==> src/rtl/line_req_arbiter.sv <==
// Purpose : shares one 128-bit line-request port between the uart monitor and the dcache fill/flush requesters.
// Latency : request pulse -> downstream start pulse = 3 cycles from idle; responses routed combinationally.
// Backpres: one transaction outstanding; a pulse into an occupied slot is dropped and sets sticky arb_err_o.
//
// Ports: clk_i/rst_n_i; per requester (uart_*, dc_*) write pulse + addr/data/mask, read pulse + addr,
//        finish_wresp_o, broadcast rdat data/mask, owner-only rdat valid and finish_mrd;
//        m_* downstream request outputs and response inputs; arb_err_o sticky error.
// Optional: define LRA_WDT_EN to abort a stalled WAIT_* after WDT cycles with a synthetic finish pulse.
module line_req_arbiter #(
    parameter int AW  = 32,
    parameter int DW  = 128,
    parameter int WDT = 255
) (
    input  logic            clk_i,
    input  logic            rst_n_i,
    input  logic            uart_wstart_rq_i,
    input  logic [AW-1:0]   uart_win_addr_i,
    input  logic [DW-1:0]   uart_in_wdata_i,
    input  logic [DW/8-1:0] uart_in_mask_i,
    output logic            uart_finish_wresp_o,
    input  logic            uart_rstart_rq_i,
    input  logic [AW-1:0]   uart_rin_addr_i,
    output logic [DW-1:0]   uart_rdat_m_data_o,
    output logic [DW/8-1:0] uart_rdat_m_mask_o,
    output logic            uart_rdat_m_valid_o,
    output logic            uart_finish_mrd_o,
    input  logic            dc_wstart_rq_i,
    input  logic [AW-1:0]   dc_win_addr_i,
    input  logic [DW-1:0]   dc_in_wdata_i,
    input  logic [DW/8-1:0] dc_in_mask_i,
    output logic            dc_finish_wresp_o,
    input  logic            dc_rstart_rq_i,
    input  logic [AW-1:0]   dc_rin_addr_i,
    output logic [DW-1:0]   dc_rdat_m_data_o,
    output logic [DW/8-1:0] dc_rdat_m_mask_o,
    output logic            dc_rdat_m_valid_o,
    output logic            dc_finish_mrd_o,
    output logic            m_wstart_rq_o,
    output logic [AW-1:0]   m_win_addr_o,
    output logic [DW-1:0]   m_in_wdata_o,
    output logic [DW/8-1:0] m_in_mask_o,
    input  logic            m_finish_wresp_i,
    output logic            m_rstart_rq_o,
    output logic [AW-1:0]   m_rin_addr_o,
    input  logic [DW-1:0]   m_rdat_m_data_i,
    input  logic [DW/8-1:0] m_rdat_m_mask_i,
    input  logic            m_rdat_m_valid_i,
    input  logic            m_finish_mrd_i,
    output logic            arb_err_o
);
    localparam int MW = DW / 8;

    typedef enum logic [1:0] {IDLE, ISSUE, WAIT_W, WAIT_R} state_t;

    state_t state_q, state_d;
    logic   owner_q, owner_d;   // 1 = dc, 0 = uart
    logic   wr_q, wr_d;         // 1 = write transaction
    logic   rr_q, rr_d;         // preferred requester when both pend
    logic   err_q, err_d;

    // request slots
    logic          uw_vld_q, uw_vld_d, ur_vld_q, ur_vld_d;
    logic          dw_vld_q, dw_vld_d, dr_vld_q, dr_vld_d;
    logic [AW-1:0] uw_addr_q, ur_addr_q, dw_addr_q, dr_addr_q;
    logic [DW-1:0] uw_data_q, dw_data_q;
    logic [MW-1:0] uw_mask_q, dw_mask_q;

    // downstream request registers
    logic          m_wstart_q, m_rstart_q;
    logic [AW-1:0] m_waddr_q, m_raddr_q;
    logic [DW-1:0] m_wdata_q;
    logic [MW-1:0] m_wmask_q;

    logic clr_uw, clr_ur, clr_dw, clr_dr;
    logic ld_uw, ld_ur, ld_dw, ld_dr;
    logic drop;
    logic in_ww, in_wr, wdt_hit;
    logic w_fin, r_fin, r_vld;

    assign in_ww = (state_q == WAIT_W);
    assign in_wr = (state_q == WAIT_R);

`ifdef LRA_WDT_EN
    localparam int CW = $clog2(WDT + 1);
    logic [CW-1:0] cnt_q, cnt_d;

    assign wdt_hit = (in_ww || in_wr) && (cnt_q == CW'(WDT));

    // Zero on the ISSUE->WAIT edge, so the count equals cycles spent waiting.
    always_comb begin
        cnt_d = '0;
        if (in_ww || in_wr) cnt_d = cnt_q + CW'(1);
    end

    always_ff @(posedge clk_i or negedge rst_n_i) begin
        if (!rst_n_i) cnt_q <= '0;
        else          cnt_q <= cnt_d;
    end
`else
    // Never true for a non-negative limit; keeps WDT referenced without the watchdog.
    assign wdt_hit = (WDT < 0);
`endif

    // Slot that is being issued this cycle; a same-cycle pulse reloads it.
    assign clr_uw = (state_q == ISSUE) && !owner_q &&  wr_q;
    assign clr_ur = (state_q == ISSUE) && !owner_q && !wr_q;
    assign clr_dw = (state_q == ISSUE) &&  owner_q &&  wr_q;
    assign clr_dr = (state_q == ISSUE) &&  owner_q && !wr_q;

    assign ld_uw = uart_wstart_rq_i && (!uw_vld_q || clr_uw);
    assign ld_ur = uart_rstart_rq_i && (!ur_vld_q || clr_ur);
    assign ld_dw = dc_wstart_rq_i   && (!dw_vld_q || clr_dw);
    assign ld_dr = dc_rstart_rq_i   && (!dr_vld_q || clr_dr);

    assign drop = (uart_wstart_rq_i && !ld_uw) || (uart_rstart_rq_i && !ld_ur) ||
                  (dc_wstart_rq_i   && !ld_dw) || (dc_rstart_rq_i   && !ld_dr);

    always_comb begin
        uw_vld_d = ld_uw || (uw_vld_q && !clr_uw);
        ur_vld_d = ld_ur || (ur_vld_q && !clr_ur);
        dw_vld_d = ld_dw || (dw_vld_q && !clr_dw);
        dr_vld_d = ld_dr || (dr_vld_q && !clr_dr);
        err_d    = err_q || drop || wdt_hit;
    end

    // Arbitration / transaction FSM
    always_comb begin
        state_d = state_q;
        owner_d = owner_q;
        wr_d    = wr_q;
        rr_d    = rr_q;
        unique case (state_q)
            IDLE: begin
                if (uw_vld_q || ur_vld_q || dw_vld_q || dr_vld_q) begin
                    if ((uw_vld_q || ur_vld_q) && (dw_vld_q || dr_vld_q)) owner_d = rr_q;
                    else                                                   owner_d = dw_vld_q || dr_vld_q;
                    wr_d    = owner_d ? dw_vld_q : uw_vld_q;
                    state_d = ISSUE;
                end
            end
            ISSUE: begin
                rr_d    = !owner_q;
                state_d = wr_q ? WAIT_W : WAIT_R;
            end
            WAIT_W: if (m_finish_wresp_i || wdt_hit) state_d = IDLE;
            WAIT_R: if (m_finish_mrd_i   || wdt_hit) state_d = IDLE;
            default: state_d = IDLE;
        endcase
    end

    always_ff @(posedge clk_i or negedge rst_n_i) begin
        if (!rst_n_i) begin
            state_q    <= IDLE;
            owner_q    <= 1'b0;
            wr_q       <= 1'b0;
            rr_q       <= 1'b1;
            err_q      <= 1'b0;
            uw_vld_q   <= 1'b0;
            ur_vld_q   <= 1'b0;
            dw_vld_q   <= 1'b0;
            dr_vld_q   <= 1'b0;
            uw_addr_q  <= '0;
            ur_addr_q  <= '0;
            dw_addr_q  <= '0;
            dr_addr_q  <= '0;
            uw_data_q  <= '0;
            dw_data_q  <= '0;
            uw_mask_q  <= '0;
            dw_mask_q  <= '0;
            m_wstart_q <= 1'b0;
            m_rstart_q <= 1'b0;
            m_waddr_q  <= '0;
            m_raddr_q  <= '0;
            m_wdata_q  <= '0;
            m_wmask_q  <= '0;
        end else begin
            state_q  <= state_d;
            owner_q  <= owner_d;
            wr_q     <= wr_d;
            rr_q     <= rr_d;
            err_q    <= err_d;
            uw_vld_q <= uw_vld_d;
            ur_vld_q <= ur_vld_d;
            dw_vld_q <= dw_vld_d;
            dr_vld_q <= dr_vld_d;
            if (ld_uw) begin
                uw_addr_q <= uart_win_addr_i;
                uw_data_q <= uart_in_wdata_i;
                uw_mask_q <= uart_in_mask_i;
            end
            if (ld_ur) ur_addr_q <= uart_rin_addr_i;
            if (ld_dw) begin
                dw_addr_q <= dc_win_addr_i;
                dw_data_q <= dc_in_wdata_i;
                dw_mask_q <= dc_in_mask_i;
            end
            if (ld_dr) dr_addr_q <= dc_rin_addr_i;
            m_wstart_q <= (state_q == ISSUE) &&  wr_q;
            m_rstart_q <= (state_q == ISSUE) && !wr_q;
            if ((state_q == ISSUE) && wr_q) begin
                m_waddr_q <= owner_q ? dw_addr_q : uw_addr_q;
                m_wdata_q <= owner_q ? dw_data_q : uw_data_q;
                m_wmask_q <= owner_q ? dw_mask_q : uw_mask_q;
            end
            if ((state_q == ISSUE) && !wr_q) m_raddr_q <= owner_q ? dr_addr_q : ur_addr_q;
        end
    end

    // Response routing: only while waiting, only to the owner.
    assign w_fin = in_ww && (m_finish_wresp_i || wdt_hit);
    assign r_fin = in_wr && (m_finish_mrd_i   || wdt_hit);
    assign r_vld = in_wr && m_rdat_m_valid_i && !wdt_hit;

    assign uart_finish_wresp_o = w_fin && !owner_q;
    assign dc_finish_wresp_o   = w_fin &&  owner_q;
    assign uart_finish_mrd_o   = r_fin && !owner_q;
    assign dc_finish_mrd_o     = r_fin &&  owner_q;
    assign uart_rdat_m_valid_o = r_vld && !owner_q;
    assign dc_rdat_m_valid_o   = r_vld &&  owner_q;
    assign uart_rdat_m_data_o  = m_rdat_m_data_i;
    assign uart_rdat_m_mask_o  = m_rdat_m_mask_i;
    assign dc_rdat_m_data_o    = m_rdat_m_data_i;
    assign dc_rdat_m_mask_o    = m_rdat_m_mask_i;

    assign m_wstart_rq_o = m_wstart_q;
    assign m_rstart_rq_o = m_rstart_q;
    assign m_win_addr_o  = m_waddr_q;
    assign m_in_wdata_o  = m_wdata_q;
    assign m_in_mask_o   = m_wmask_q;
    assign m_rin_addr_o  = m_raddr_q;
    assign arb_err_o     = err_q;

endmodule

==> config.mk <==
export PLATFORM = sky130hd
export DESIGN_NAME = line_req_arbiter
export DESIGN_NICKNAME = d
export VERILOG_FILES = /design/src/rtl/line_req_arbiter.sv
export SDC_FILE = /design/constraint.sdc
export NUM_CORES = 1
export LEC_CHECK = 0
export CORE_AREA = 2 2 420 422
export DETAILED_ROUTE_END_ITERATION = 12
export DIE_AREA = 0 0 422 424
export DONT_BUFFER_PORTS = 1
export SLEW_MARGIN = 20
export SYNTH_ARGS = -nofsm -noshare
export SYNTH_HDL_FRONTEND = slang
export SYNTH_SLANG_ARGS = --single-unit
==> constraint.sdc <==
create_clock -name clk_i -period 5.1 [get_ports clk_i]
set_clock_uncertainty 0.1 [all_clocks]
set_input_delay 0.51 -clock clk_i [delete_from_list [all_inputs] [get_ports clk_i]]
set_output_delay 0.51 -clock clk_i [all_outputs]
set_load 0.005 [all_outputs]
Yosys cells after proc, flatten, opt, wreduce, memory -nomap -nowiden
Index checks and enable logic that the tools add are counted.

Bits in registers: 636. Output and inout bits: 505. Word-level logic and storage cells: 105.

Equality and inequality tests: 6. Multiplexer cells: 13. Reduce and logical (&&, ||, !) cells: 63.

Operators with widths (number): 128-bit 2-to-1 mux (1); 32-bit 2-to-1 mux (2); 1-bit logical AND (30); 1-bit logical OR (16); 16-bit 2-to-1 mux (1); 1-bit zero test (14); 2-bit one-hot mux with 4 select lines (1); 2-bit 2-to-1 mux (3); 2-bit != test, second input constant (3); 1-bit 2-to-1 mux (5); 2-bit == test, second input constant (2); 3-bit AND reduction (1); 2-bit by 1-bit == test with 1-bit output, second input constant (1); 2-bit zero test (1); 2-bit AND reduction (1).

Longest topological paths before layout
Gate-level depths: netlist of the first run.

Word-level depth: 11. Gate-level depth with buffers: 6. Gate-level depth less buffers: 4.

Worst setup path after synthesis of the first run
Ideal clock, no wire load.

Path kind: register to output. From: register owner_q. To: output dc_finish_mrd_o. Arrival: 1211 ps. Required time: 4490 ps. Slack: 3279 ps. Cell stages (with the launch flop): 6. Buffers on the path: 3. Cells stage by stage: dfrtp_1 buf_2 clkbuf_1 buf_2 nand2_1 nor2_1.

Cells in the longest elaborated chain, start to end: 1.

RTL lines: from (decl) (RTL line 56) `logic owner_q, owner_d;`; from (signal assigned) (RTL line 178) `owner_q <= owner_d;`; 1-bit logical AND (RTL line 217) `assign dc_finish_mrd_o = r_fin && owner_q;`; to (decl) (RTL line 37) `output logic dc_finish_mrd_o,`.

No other way between the ends.

==> results.md, run 1 <==
- The flow ran to the end, and the final reports show no timing, DRC or antenna violations.
- Global routing used between 10% and 20% of the available tracks across all layers.
- The number of hold violations in the final report is 0.
- The hold buffer count at cts is around 420.
- 1,074 I/O pins were placed.
- By count the netlist is led by sky130_fd_sc_hd__dfrtp_1, sky130_fd_sc_hd__buf_4, sky130_fd_sc_hd__mux2_2.
- The cell leakage power is 14.9 nW.
- For this run, the slowest stage of the critical path takes approximately 0.62 ns.
- From synthesis to final layout, the design area changed by 25.8%.
- CTS built an H-tree with a depth of 3.
- The average wire length per cell after detail routing is between 20 and 25 µm.
- The share of the yosys chip area belonging to registers is between 50 and 60%.
- The wire length on met3 is 9.39 mm.
- The synthesized design contains 636 register bits.
- Once the floorplan was initialized, standard cells occupied 15.8% of the core.
- The number of global-route vias before repair is about 18,000.
- In this run the cell area of the synthesized design comes to approximately 28,000 µm².
- STA classifies the critical path startpoint as a primary input.
- Walking the worst path, the cells encountered are dlygate4sd3_1, buf_16, buf_16, buf_16, buf_16.
- In this run the worst hold path is classified as primary input to flip-flop.
- In the final layout, the multi-input gates occupy approximately 8900 µm².
- Setup repair after global routing left no endpoint under its margin.
- Measured along the x axis, the die boundary spans about 420 µm.
- The cell at the root of the clock tree is sky130_fd_sc_hd__clkbuf_16.
- For this run, the detailed router's first-pass iteration total came to 4.
- The reg-to-reg endpoint is dw_data_q[65].
- The number of buffers and inverters on the critical path is 5.
- The type of the setup path with the least slack is primary input to async pin.
- Detailed placement finished with a half-perimeter wire length of about 77 mm.
- In this run, CTS created clock tree buffers numbering between 60 and 70.
- The power density of the placed cells is 574 nW/µm².
- Post-CTS repair changed the size of 0 cells.
- In this run the tightest slew margin relative to its limit is 33.5%.
- The tree built by TritonCTS fans out to ~640 sinks.
- After global routing the overflow that remains totals 0.
- The number of cell rows is between 150 and 200.
- The number of vias per cell is 3.60.
- By instance count, the leading cell after synthesis is sky130_fd_sc_hd__dfrtp_1.
- The wire length of the first global-routing pass is 140 mm.
- The number of antenna violations at the first check in global routing is 11.
- The core outline area is approximately 170,000 µm².
- The met2 wire length is roughly 58 mm.
- Cells fill approximately 20% of the core in the end.
- VDD sags by at most around 0.00033 V.
- The required time of the worst setup path is around 5.7 ns.
- The worst hold path passes through 2 cells.
- Clock-pin slew was measured on the worst setup and hold paths at approximately 0.060 ns.
- The smallest clock period supported by the final layout is computed as ~3.2 ns.
- The DRC marker count from the first detailed-route iteration is roughly 1,000.
- The buffer count from post-CTS setup fixing is 0.
- For hold timing, the worst endpoint is arb_err_o.
- The setup TNS is 0 ns.
- For this block, the via count after detailed routing is between 15,000 and 20,000.
- The remaining design rule violation count is 0.
- The area of the die is around 180,000 µm².
- Counting flops with a built-in enable in the synthesized netlist gives 0.
- Grouping stages by cell kind, the critical path spends the most delay in buffers and inverters.
- The final weighted congestion in routability-driven placement is around 0.84.
- The filler cell count is roughly 19,000.
- The cell seen most often among critical-path stages is sky130_fd_sc_hd__buf_16.
- The master of the slowest instance on the critical path is sky130_fd_sc_hd__dlygate4sd3_1.
- The maximum achievable frequency is roughly 320 MHz.
- The worst setup slack for register-to-register paths is 2.43 ns.
- The highest metal layer carrying signal wires in the routed design is met5.
- The average instance in the mapped netlist occupies about 13 µm².
- In this run the biggest area consumer among cell types represents ~58% of the synthesized area.
- The cell count after synthesis came out at roughly 2,100.
- The deepest clock path buffer count is 3.
- The source-to-sink clock delay at the later pin of the worst-skew pair is 0.66 ns.
- Yosys printed 0 warnings.
- Counting cells, the worst reg-to-reg path comes to 4.
- The wire length reported by the detailed router is around 100 mm.
- In this run the most critical hold path is launched from uart_rstart_rq_i.
- The count of buffers added on input and output ports is 0.
- STA puts the critical path data arrival time at roughly 3.8 ns.
- Of all nets on the critical path, the largest fanout is approximately 150.
- TritonCTS built the clock tree.
- In this run the vertical extent of the chip is ~420 µm.
- The largest net degree at the start of global routing is 152.
- The post-synthesis async set-or-reset flop share is 100%.
- The number of max-slew violations in the final report is 0.
- In this run the remaining antenna-violating nets after routing total 0.
- After the last flow step, the layout net total stands at 2,822.
- Synthesis produced a netlist with a net count of 2,708.
- The critical register-to-register path startpoint is owner_q.
- The most used flip-flop cell after synthesis is sky130_fd_sc_hd__dfrtp_1.
- Across the whole layout, storage elements account for roughly 16,000 µm².
- The worst setup path is captured at an async pin.
- After synthesis, the cell types taking the most area are sky130_fd_sc_hd__dfrtp_1, sky130_fd_sc_hd__mux2_2, sky130_fd_sc_hd__buf_4.
- The number of max-cap violations is 0.
- The post-route netlist has approximately 18% of its cells at a drive strength greater than 1.
- The actual transition at the worst max-transition pin is ~1 ns.
- The number of setup violations in the final report is 0.
- The biggest area contributor in the post-synthesis netlist is sky130_fd_sc_hd__dfrtp_1.
- The final clock period utilization by the worst path is between 60% and 70%.
- In the final routing, the length of wire on met1 measures 29.9 mm.
- The number of different library cells used by synthesis comes to 35.
-- cell type report --
class / count / area share (%)
Sequential cell: 636 / 45.8
Multi-Input combinational cell: 1093 / 25.8
Timing Repair Buffer: 447 / 13.3
Tap cell: 2340 / 8.43
Clock buffer: 100 / 5.80
Clock inverter: 21 / 0.778
Antenna cell: 10 / 0.0720
Inverter: 6 / 0.0648
-- layer usage --
| metal | vias to the layer above | track usage [%] |
|---|---|---|
| li1 | 7281 | - |
| met1 | 8485 | 9.45 |
| met2 | 765 | 21.0 |
| met3 | 228 | 4.47 |
| met4 | 2 | 6.88 |
| met5 | - | 0 |
-- report_power, final --
part	internal (mW)	switching, mW	leakage [nW]	total, mW
registers	7.45	1.94	7.81	9.39
logic	2.86	2.60	5.96	5.45
clock network	2.93	2.19	1.11	5.12
total	13.2	6.72	14.9	20.0
-- cells by family (layout without fill, tap and decap cells) --
kind of cell / Yosys count / after routing / synth area share, %
flip-flops: 636 / 636 / 57.6
multiplexers: 624 / 624 / 24.5
buffers and inverters: 410 / 574 / 10.1
AND/OR/NAND/NOR: 242 / 242 / 3.55
AO/OA/AOI/OAI: 227 / 227 / 4.25
other: 0 / 10 / 0
-- state kept, by name (all words and copies together), names as in the netlist, 2 cells and up --
| name | flops |
|---|---|
| state_q | 2 |
| m_rin_addr_o | 32 |
| dw_addr_q | 32 |
| m_in_wdata_o | 128 |
| dw_data_q | 128 |
| uw_addr_q | 32 |
| uw_mask_q | 16 |
| dw_mask_q | 16 |
| dr_addr_q | 32 |
| m_in_mask_o | 16 |
| uw_data_q | 128 |
| m_win_addr_o | 32 |
| ur_addr_q | 32 |
-- worst max path at each step --
stage,start,end,slack [ns],cells after the start
2_1_floorplan,owner_q,dc_finish_mrd_o,3.28,5
3_3_place_gp,owner_q,dw_data_q[39],2.49,4
3_5_place_dp,owner_q,dw_data_q[63],2.45,4
4_1_cts,rst_n_i,dw_data_q[77],2.02,5
5_1_grt,rst_n_i,dw_data_q[33],1.65,5
6_report,rst_n_i,dw_data_q[31],1.94,5
-- cells in the final DEF, fill, tap and decap left out, drive strengths merged --
master and n:
inv 11, nor2b 1, nand2b 4, a21oi 3, diode 10, nor2 9, buf 24, o31ai 2
nor3b 1, nor4b 1, dfstp 1, clkinvlp 4, or3b 1, o21bai 2, and2 1, clkbuf 100
and4bb 2, dfrtp 635, a2111o 1, nor4 1, a21o 1, mux2i 208, nand3b 1, mux2 416
nand4b 1, clkinv 9, or2 3, nand2 216, o2bb2ai 1, bufinv 3, dlygate4sd3 423, o21ai 214
a21boi 1, a31oi 2
-- stage by stage --
step	setup WS (ns)	area [µm²]	cells	hold WS, ns	power [mW]
2_1_floorplan	3.28	27600	2139	0.114	12.9
3_5_place_dp	2.45	28200	4098	0.116	14.6
5_1_grt	1.65	34700	4650	0.0745	21.2
3_3_place_gp	2.49	28100	4094	0.127	14.3
4_1_cts	2.02	34700	4643	0.00944	20.2
6_report	1.94	34700	4653	0.0805	20.0
Power figures use the tool's default switching activity.
==> run 2: changes to the inputs <==
==> constraint.sdc (replaced) <==
create_clock -name clk_i -period 2.5 [get_ports clk_i]
set_clock_uncertainty 0.1 [all_clocks]
set_input_delay 0.25 -clock clk_i [delete_from_list [all_inputs] [get_ports clk_i]]
set_output_delay 0.25 -clock clk_i [all_outputs]
set_load 0.005 [all_outputs]
==> run 2 against run 1 <==
Compared with the run above: the run now ends with negative hold slack left; clock power is 110% higher; highest routed layer unchanged; routed wire length is 0.51% lower; via count is 0.26% higher; die area stayed put; design area is 1.0% higher; total power is 110% higher; largest cell class unchanged; largest power group unchanged; core utilization is 0.20 points higher; sequential power is 100% higher; register-to-register slack worse by 2.2 ns; worst hold slack worse by 0.61 ns.
==> results.md, run 2 (same netlist as run 1, synthesis figures left out) <==
- Status: finished with violations (was complete, no violations).
- The final reports fail on negative hold slack.
- After layout, the worst path uses 96.4% of the clock period.
- The maximum fanout along the worst path is 30 (was 151).
- The overall global routing resource usage was 11.0% (about the same).
- The final standard cell utilization of the core was 20.1% (was 19.9%).
- The I/O pin total is 1,074 (unchanged).
- The most common cell after layout, fill and taps aside is sky130_fd_sc_hd__dfrtp_1 (unchanged).
- The largest net degree at the start of global routing was 637 (was 152).
- The deepest clock path buffer count is 3 (unchanged).
- The total via count in the routed design is 16,805 (was 16,761).
- The clock tree from TritonCTS is yes (unchanged).
- RSZ-0062 raised after global routing: false (unchanged).
- The average wire length per cell after detail routing came to 21.9 µm (was 22.1 µm).
- The area added between synthesis and finish is 27.1% (was 25.8%).
- The number of max-cap violations is 0 (unchanged).
- The element type at the critical path end is a primary output (was async pin).
- The power density of the placed cells is 1180 nW/µm² (was 574 nW/µm²).
- The half-perimeter wire length after placement is 76.8 mm (was 77.3 mm).
- The count of TritonRoute iterations in the first routing pass is 5 (was 4).
- Based on the critical path, the design can be clocked at up to a little over 400 MHz.
- The TritonCTS buffer count was 71 (was 69).
- The starting density of the core is 15.8% (unchanged).
- The worst endpoint data arrival time was 2.06 ns (was 3.75 ns).
- The buffer count from post-CTS setup fixing is 0 (unchanged).
- The part of the power in combinational logic was 27.9% (was 27.3%).
- The number of nets in the final layout is 2,838 (was 2,822).
- The post-detailed-placement cell area is 28,300 µm² (was 28,200 µm²).
- The clock slew at the register clock pins of the worst setup and hold paths is 0.06 ns (about the same).
- The classification of the worst-slack hold path is primary input to async pin (was primary input to flip-flop).
- The part of the power in registers is 45.9% (was 47.0%).
- The number of antenna violations at the first check in global routing is 9 (was 11).
- The source-to-sink clock delay at the later pin of the worst-skew pair came to 0.67 ns (was 0.66 ns).
- The area of the die is 179,000 µm² (unchanged).
- The nature of the critical path startpoint is a flip-flop (was primary input).
- Critical Path, Cell by Cell: buf_12, nand2b_1, nor2_1 (was dlygate4sd3_1, buf_16, buf_16, buf_16, buf_16).
- The CTS sink count is 636 (unchanged).
- The largest voltage drop on the vdd net came to 0.000594 V (was 0.000329 V).
- The power after layout is 41.4 mW (was 20.0 mW).
- The final weighted congestion in routability-driven placement is 0.849 (was 0.844).
- The number of global-route vias before repair is 17,771 (was 17,527).
- The cell class contributing the biggest share of worst-path delay is simple AND/OR/NAND/NOR gates (was buffers and inverters).
- The setup TNS is 0 ns (unchanged).
- The type of the setup path with the least slack is flip-flop to primary output (was primary input to async pin).
- The number of buffers and inverters on the critical path is 1 (was 5).
- The number of setup violations in the final report is 0 (unchanged).
- The net load switching power is 13.7 mW (was 6.72 mW).
- The final critical-path required period is ~2.4 ns.
- Top library cells by usage in the layout, fill and taps aside: sky130_fd_sc_hd__dfrtp_1, sky130_fd_sc_hd__dlygate4sd3_1, sky130_fd_sc_hd__mux2_2, sky130_fd_sc_hd__nand2_1, sky130_fd_sc_hd__o21ai_0 (unchanged).
- The largest stage delay on the critical path is 0.52 ns (was 0.62 ns).
- The DRC marker count from the first detailed-route iteration is 1,066 (was 1,015).
- The power share of the clock group is 26.2% (was 25.6%).
- The final global-route overflow total is 0 (unchanged).
- The number of levels the H-tree was split into is 3 (unchanged).
- The wire length of the first global-routing pass is 140 mm (about the same).
- The required time of the worst setup path is 2.15 ns (was 5.69 ns).
- The cell at the root of the clock tree is sky130_fd_sc_hd__clkbuf_16 (unchanged).
- The hold buffer count at cts came to 423 (was 424).
- The ratio of cells with drive above 1 in the final layout is 18.3% (was 17.5%).
- The die extent in x is 422 µm (unchanged).
- The internal power of the cells is 27.6 mW (was 13.2 mW).
- The die span in y is 424 µm (unchanged).
- The number of buffer cells added on primary ports is 0 (unchanged).
- The post-cts sizing count is 0 (unchanged).
- The master of the slowest instance on the critical path is sky130_fd_sc_hd__dfrtp_4 (was sky130_fd_sc_hd__dlygate4sd3_1).
- The number of max-slew violations in the final report is 0 (unchanged).
- The number of hold violations in the final report is 143 (was 0).
- The antenna violation net count after detailed routing is 0 (unchanged).
- The number of cell rows is 154 (unchanged).
- The net switching fraction of the power is 33.2% (was 33.7%).
- The remaining design rule violation count came to 0 (unchanged).
- The wire length reported by the detailed router is 102 mm (was 103 mm).
- The number of vias per cell is 3.60 (about the same).
- The core outline area is 175,000 µm² (unchanged).
- The final standard cell area without fillers is 35,100 µm² (was 34,700 µm²).
- The filler cell count came to 18,775 (was 18,808).
- The worst hold slack is -0.525 ns (was 0.0805 ns).
- The actual transition at the worst max-transition pin is 0.990 ns (was 0.998 ns).
- The normalized max-slew margin was 34.0% (was 33.5%).
- The cell leakage power came to 15.1 nW (was 14.9 nW).
==> run 2: path summary, 6_finish.rpt <==
kind / to / slack [ns] / startpoint / depth (start not counted)
max: uart_finish_wresp_o / 0.09 / owner_q / 3
min in group clk_i: dw_data_q[32] / 0.08 / dc_wstart_rq_i / 3
min reg2reg: dw_data_q[3] / 0.38 / dw_data_q[3] / 1
max reg2reg: uw_data_q[22] / 0.27 / owner_q / 5
min: uw_data_q[94] / -0.53 / rst_n_i / 1
max in group asynchronous: dw_addr_q[16] / 0.65 / rst_n_i / 3
==> run 2: power by group through the flow <==
stage	clock [mW]	combinational, mW	sequential (mW)
floorplan	0	8.93	17.3
global placement	0	10.5	19.0
detailed placement	0	10.8	19.1
CTS	11.2	11.5	19.0
global route	11.6	12.8	19.5
finish	10.9	11.6	19.0
==> run 2: per-stage QoR <==
stage,setup slack [ns],std cells
2_1_floorplan,0.721,2139
3_3_place_gp,0.345,4109
3_5_place_dp,0.295,4109
4_1_cts,0.0602,4660
5_1_grt,0.0603,4670
6_report,0.0893,4672
==> run 2: cell type report <==
cell class	instances	area, µm²	area share, %
flip-flops and latches	636	15900	45.4
diodes	8	20.0	0.0570
repair buffers	461	4840	13.8
inverters	6	22.5	0.0642
multi-input cells	1093	8950	25.5
clock buffers	107	2130	6.08
well taps	2340	2930	8.34
clock inverters	21	288	0.820
==> run 2: metal layers <==
layer  vias up  global-route usage [%]  routed length, µm
met4         2                    6.72               6230
met5         -                       0                  8
met3       265                    4.36               9080
li1       7314                       -                  -
met2       790                    21.0              56800
met1      8434                    9.51              30300
==> run 3: changes to the inputs <==
--- a/config.mk
+++ b/config.mk
@@ -5,11 +5,15 @@
 export SDC_FILE = /design/constraint.sdc
 export NUM_CORES = 1
 export LEC_CHECK = 0
-export CORE_AREA = 2 2 420 422
+export CELL_PAD_IN_SITES_DETAIL_PLACEMENT = 2
+export CELL_PAD_IN_SITES_GLOBAL_PLACEMENT = 2
+export CORE_AREA = 2 2 422 424
 export DETAILED_ROUTE_END_ITERATION = 12
-export DIE_AREA = 0 0 422 424
+export DIE_AREA = 0 0 424 426
 export DONT_BUFFER_PORTS = 1
+export PLACE_DENSITY_LB_ADDON = 0.1
 export SLEW_MARGIN = 20
 export SYNTH_ARGS = -nofsm -noshare
 export SYNTH_HDL_FRONTEND = slang
 export SYNTH_SLANG_ARGS = --single-unit
+export TNS_END_PERCENT = 10
==> run 3 against run 2 <==
Compared with the run above: the run still ends with negative hold slack left; count of clock-buffer cells in the layout increased by 29; first-iteration DRC count decreased by 61%; via count increased by 2.0%; die area increased by 0.95%; flip-flop and latch count unchanged; critical path depth increased by 1; total power increased by 7.3%; core utilization increased by 0.36 points; clock power increased by 23%; maximum frequency increased by 2.3%; global-route usage increased by 2.3 points.
==> results.md, run 3 (same netlist as run 1, synthesis figures left out) <==
- The classification of the worst-slack hold path is primary input to async pin (unchanged).
- The I/O pin total is 1,074 (unchanged).
- The largest net degree at the start of global routing is 637 (unchanged).
- The type of the setup path with the least slack was flip-flop to flip-flop (was flip-flop to primary output).
- The cell at the root of the clock tree is sky130_fd_sc_hd__clkbuf_16 (unchanged).
- The hold buffer count at cts is 425 (was 423).
- The wire length on met3 is 10.5 mm (was 9.08 mm).
- The total placed cells including tap cells is 4,106 (was 4,109).
- The core outline area is 176,000 µm² (was 175,000 µm²).
- The wire length reported by the detailed router is 122 mm (was 102 mm).
- The average wire length per cell after detail routing came to 26.0 µm (was 21.9 µm).
- RSZ-0062 raised after global routing: false (unchanged).
- The maximum fanout along the worst path is 54 (was 30).
- The wire length of the first global-routing pass is 168 mm (was 140 mm).
- The required time of the worst setup path came to 2.96 ns (was 2.15 ns).
- The final standard cell area without fillers is 35,900 µm² (was 35,100 µm²).
- The area added between synthesis and finish was 29.9% (was 27.1%).
- The number of max-cap violations was 0 (unchanged).
- The maximum achievable frequency is 424 MHz (was 415 MHz).
- The total via count in the routed design is 17,146 (was 16,805).
- The overall global routing resource usage was 13.3% (was 11.0%).
- The number of buffer cells added on primary ports was 0 (unchanged).
- Status: finished with violations (unchanged).
- The clock tree from TritonCTS was yes (unchanged).
- The cell leakage power is 15.4 nW (was 15.1 nW).
- The actual transition at the worst max-transition pin is 0.918 ns (was 0.990 ns).
- The power density of the placed cells is 1240 nW/µm² (was 1180 nW/µm²).
- The number of cell rows is 154 (unchanged).
- The number of buffers and inverters on the critical path is 1 (unchanged).
- The die span in y is 426 µm (was 424 µm).
- Failing checks: negative hold slack (unchanged).
- The first element of the critical path is owner_q (unchanged).
- The final clock period utilization by the worst path is 94.2% (was 96.4%).
- The deepest clock path buffer count came to 3 (unchanged).
- The length of routed wiring on met1 came to 37.1 mm (was 30.3 mm).
- The clock slew at the register clock pins of the worst setup and hold paths is 0.06 ns (about the same).
- The nature of the critical path startpoint is a flip-flop (unchanged).
- The die extent in x is 424 µm (was 422 µm).
- The element type at the critical path end is a flip-flop (was primary output).
- The uppermost signal routing layer after detailed routing is met5 (unchanged).
- The critical register-to-register path startpoint was owner_q (unchanged).
- The post-detailed-placement cell area is 28,400 µm² (was 28,300 µm²).
- The setup TNS is 0 ns (unchanged).
- The cell class contributing the biggest share of worst-path delay is flip-flops (was simple AND/OR/NAND/NOR gates).
- The number of max-slew violations in the final report is 0 (unchanged).
- The ratio of cells with drive above 1 in the final layout came to 19.1% (was 18.3%).
- The largest voltage drop on the vdd net is 0.000458 V (was 0.000594 V).
- The final global-route overflow total is 0 (unchanged).
- The count of TritonRoute iterations in the first routing pass came to 4 (was 5).
- The TritonCTS buffer count was 89 (was 71).
- The source-to-sink clock delay at the later pin of the worst-skew pair is 0.71 ns (was 0.67 ns).
- The half-perimeter wire length after placement is 88.1 mm (was 76.8 mm).
- The number of nets in the final layout is 2,857 (was 2,838).
- The final weighted congestion in routability-driven placement is 0.739 (was 0.849).
- The DRC marker count from the first detailed-route iteration is 413 (was 1,066).
- The number of levels the H-tree was split into was 3 (unchanged).
- The antenna violation net count after detailed routing is 0 (unchanged).
- The CTS sink count is 636 (unchanged).
- The master of the slowest instance on the critical path is sky130_fd_sc_hd__dfrtp_4 (unchanged).
- The number of hold violations in the final report came to 359 (was 143).
- The starting density of the core is 15.7% (was 15.8%).
- The met2 wire length is 70.2 mm (was 56.8 mm).
- The normalized max-slew margin is 38.8% (was 34.0%).
- The most common cell after layout, fill and taps aside is sky130_fd_sc_hd__dfrtp_1 (unchanged).
- The number of vias per cell came to 3.64 (was 3.60).
- The final critical-path required period came to 2.36 ns (was 2.41 ns).
- The area of the die was 181,000 µm² (was 179,000 µm²).
- Top library cells by usage in the layout, fill and taps aside: sky130_fd_sc_hd__dfrtp_1, sky130_fd_sc_hd__dlygate4sd3_1, sky130_fd_sc_hd__mux2_2, sky130_fd_sc_hd__nand2_1, sky130_fd_sc_hd__o21ai_0 (unchanged).
- Critical Path, Cell by Cell: nand4b_1, a21boi_4, buf_12, mux2_2 (was buf_12, nand2b_1, nor2_1).
- The number of global-route vias before repair is 20,019 (was 17,771).
- The worst endpoint data arrival time came to 2.82 ns (was 2.06 ns).
- The largest stage delay on the critical path is 0.56 ns (was 0.52 ns).
- The number of standard cells in the layout, taps in and fillers out is 4,712 (was 4,672).
- The number of antenna violations at the first check in global routing is 29 (was 9).
- The number of setup violations in the final report is 0 (unchanged).
- The worst setup slack for register-to-register paths was 0.14 ns (was 0.27 ns).
- The worst hold slack is -0.847 ns (was -0.525 ns).
- The remaining design rule violation count is 0 (unchanged).
- The final standard cell utilization of the core is 20.4% (was 20.1%).
[run 3: cell types whose count changed in the layout (fill, tap and decap cells not counted), sizes merged]
cell / previous run / this run
clkbuf: 107 / 137
diode: 8 / 14
bufinv: 4 / 8
buf: 38 / 35
dlygate4sd3: 423 / 425
bufbuf: 0 / 1
[run 3: path summary, 6_finish.rpt]
check                                 end  cells after the start
max                         dw_data_q[93]                      4
min                         dr_addr_q[13]                      0
max reg2reg                 dw_data_q[93]                      4
min reg2reg                  dw_data_q[3]                      1
max in group asynchronous   uw_data_q[53]                      3
min in group clk_i         uw_data_q[122]                      2
[run 3: final cells by class]
type	instances	area (µm²)
Clock inverter	25	389
Fill cell	19342	140000
Antenna cell	14	35.0
Sequential cell	636	15900
Multi-Input combinational cell	1093	8950
Timing Repair Buffer	462	4960
Clock buffer	136	2670
Tap cell	2340	2930
Inverter	6	22.5
[run 3: metal layers]
layer / up-vias / track usage (%)
li1: 7369 / -
met3: 229 / 5.43
met4: 2 / 4.82
met2: 712 / 26.5
met1: 8834 / 11.6
met5: - / 0.212
[run 3: through the flow]
stage / total power [mW] / hold WS [ns] / setup slack (ns)
5_1_grt: 47.8 / -0.935 / 0.0274
6_report: 44.4 / -0.847 / 0.144
2_1_floorplan: 26.2 / -0.146 / 0.721
4_1_cts: 45.6 / -0.923 / 0.0106
3_5_place_dp: 30.9 / -0.130 / 0.208
3_3_place_gp: 30.1 / -0.129 / 0.259
[run 3: timing repair]
| item | CTS | global route |
|---|---|---|
| buffers inserted | 0 | 0 |
| gates cloned | 1 | 1 |
| gates resized for setup | 1 | 0 |
| endpoints found under the hold margin | 1059 | 359 |
| endpoints found under the setup margin | 6 | 3 |
[run 3: where the power goes]
group	switching, mW	internal (mW)
clock network	5.25	8.16
logic	5.78	6.15
registers	3.86	15.2
total	14.9	29.5
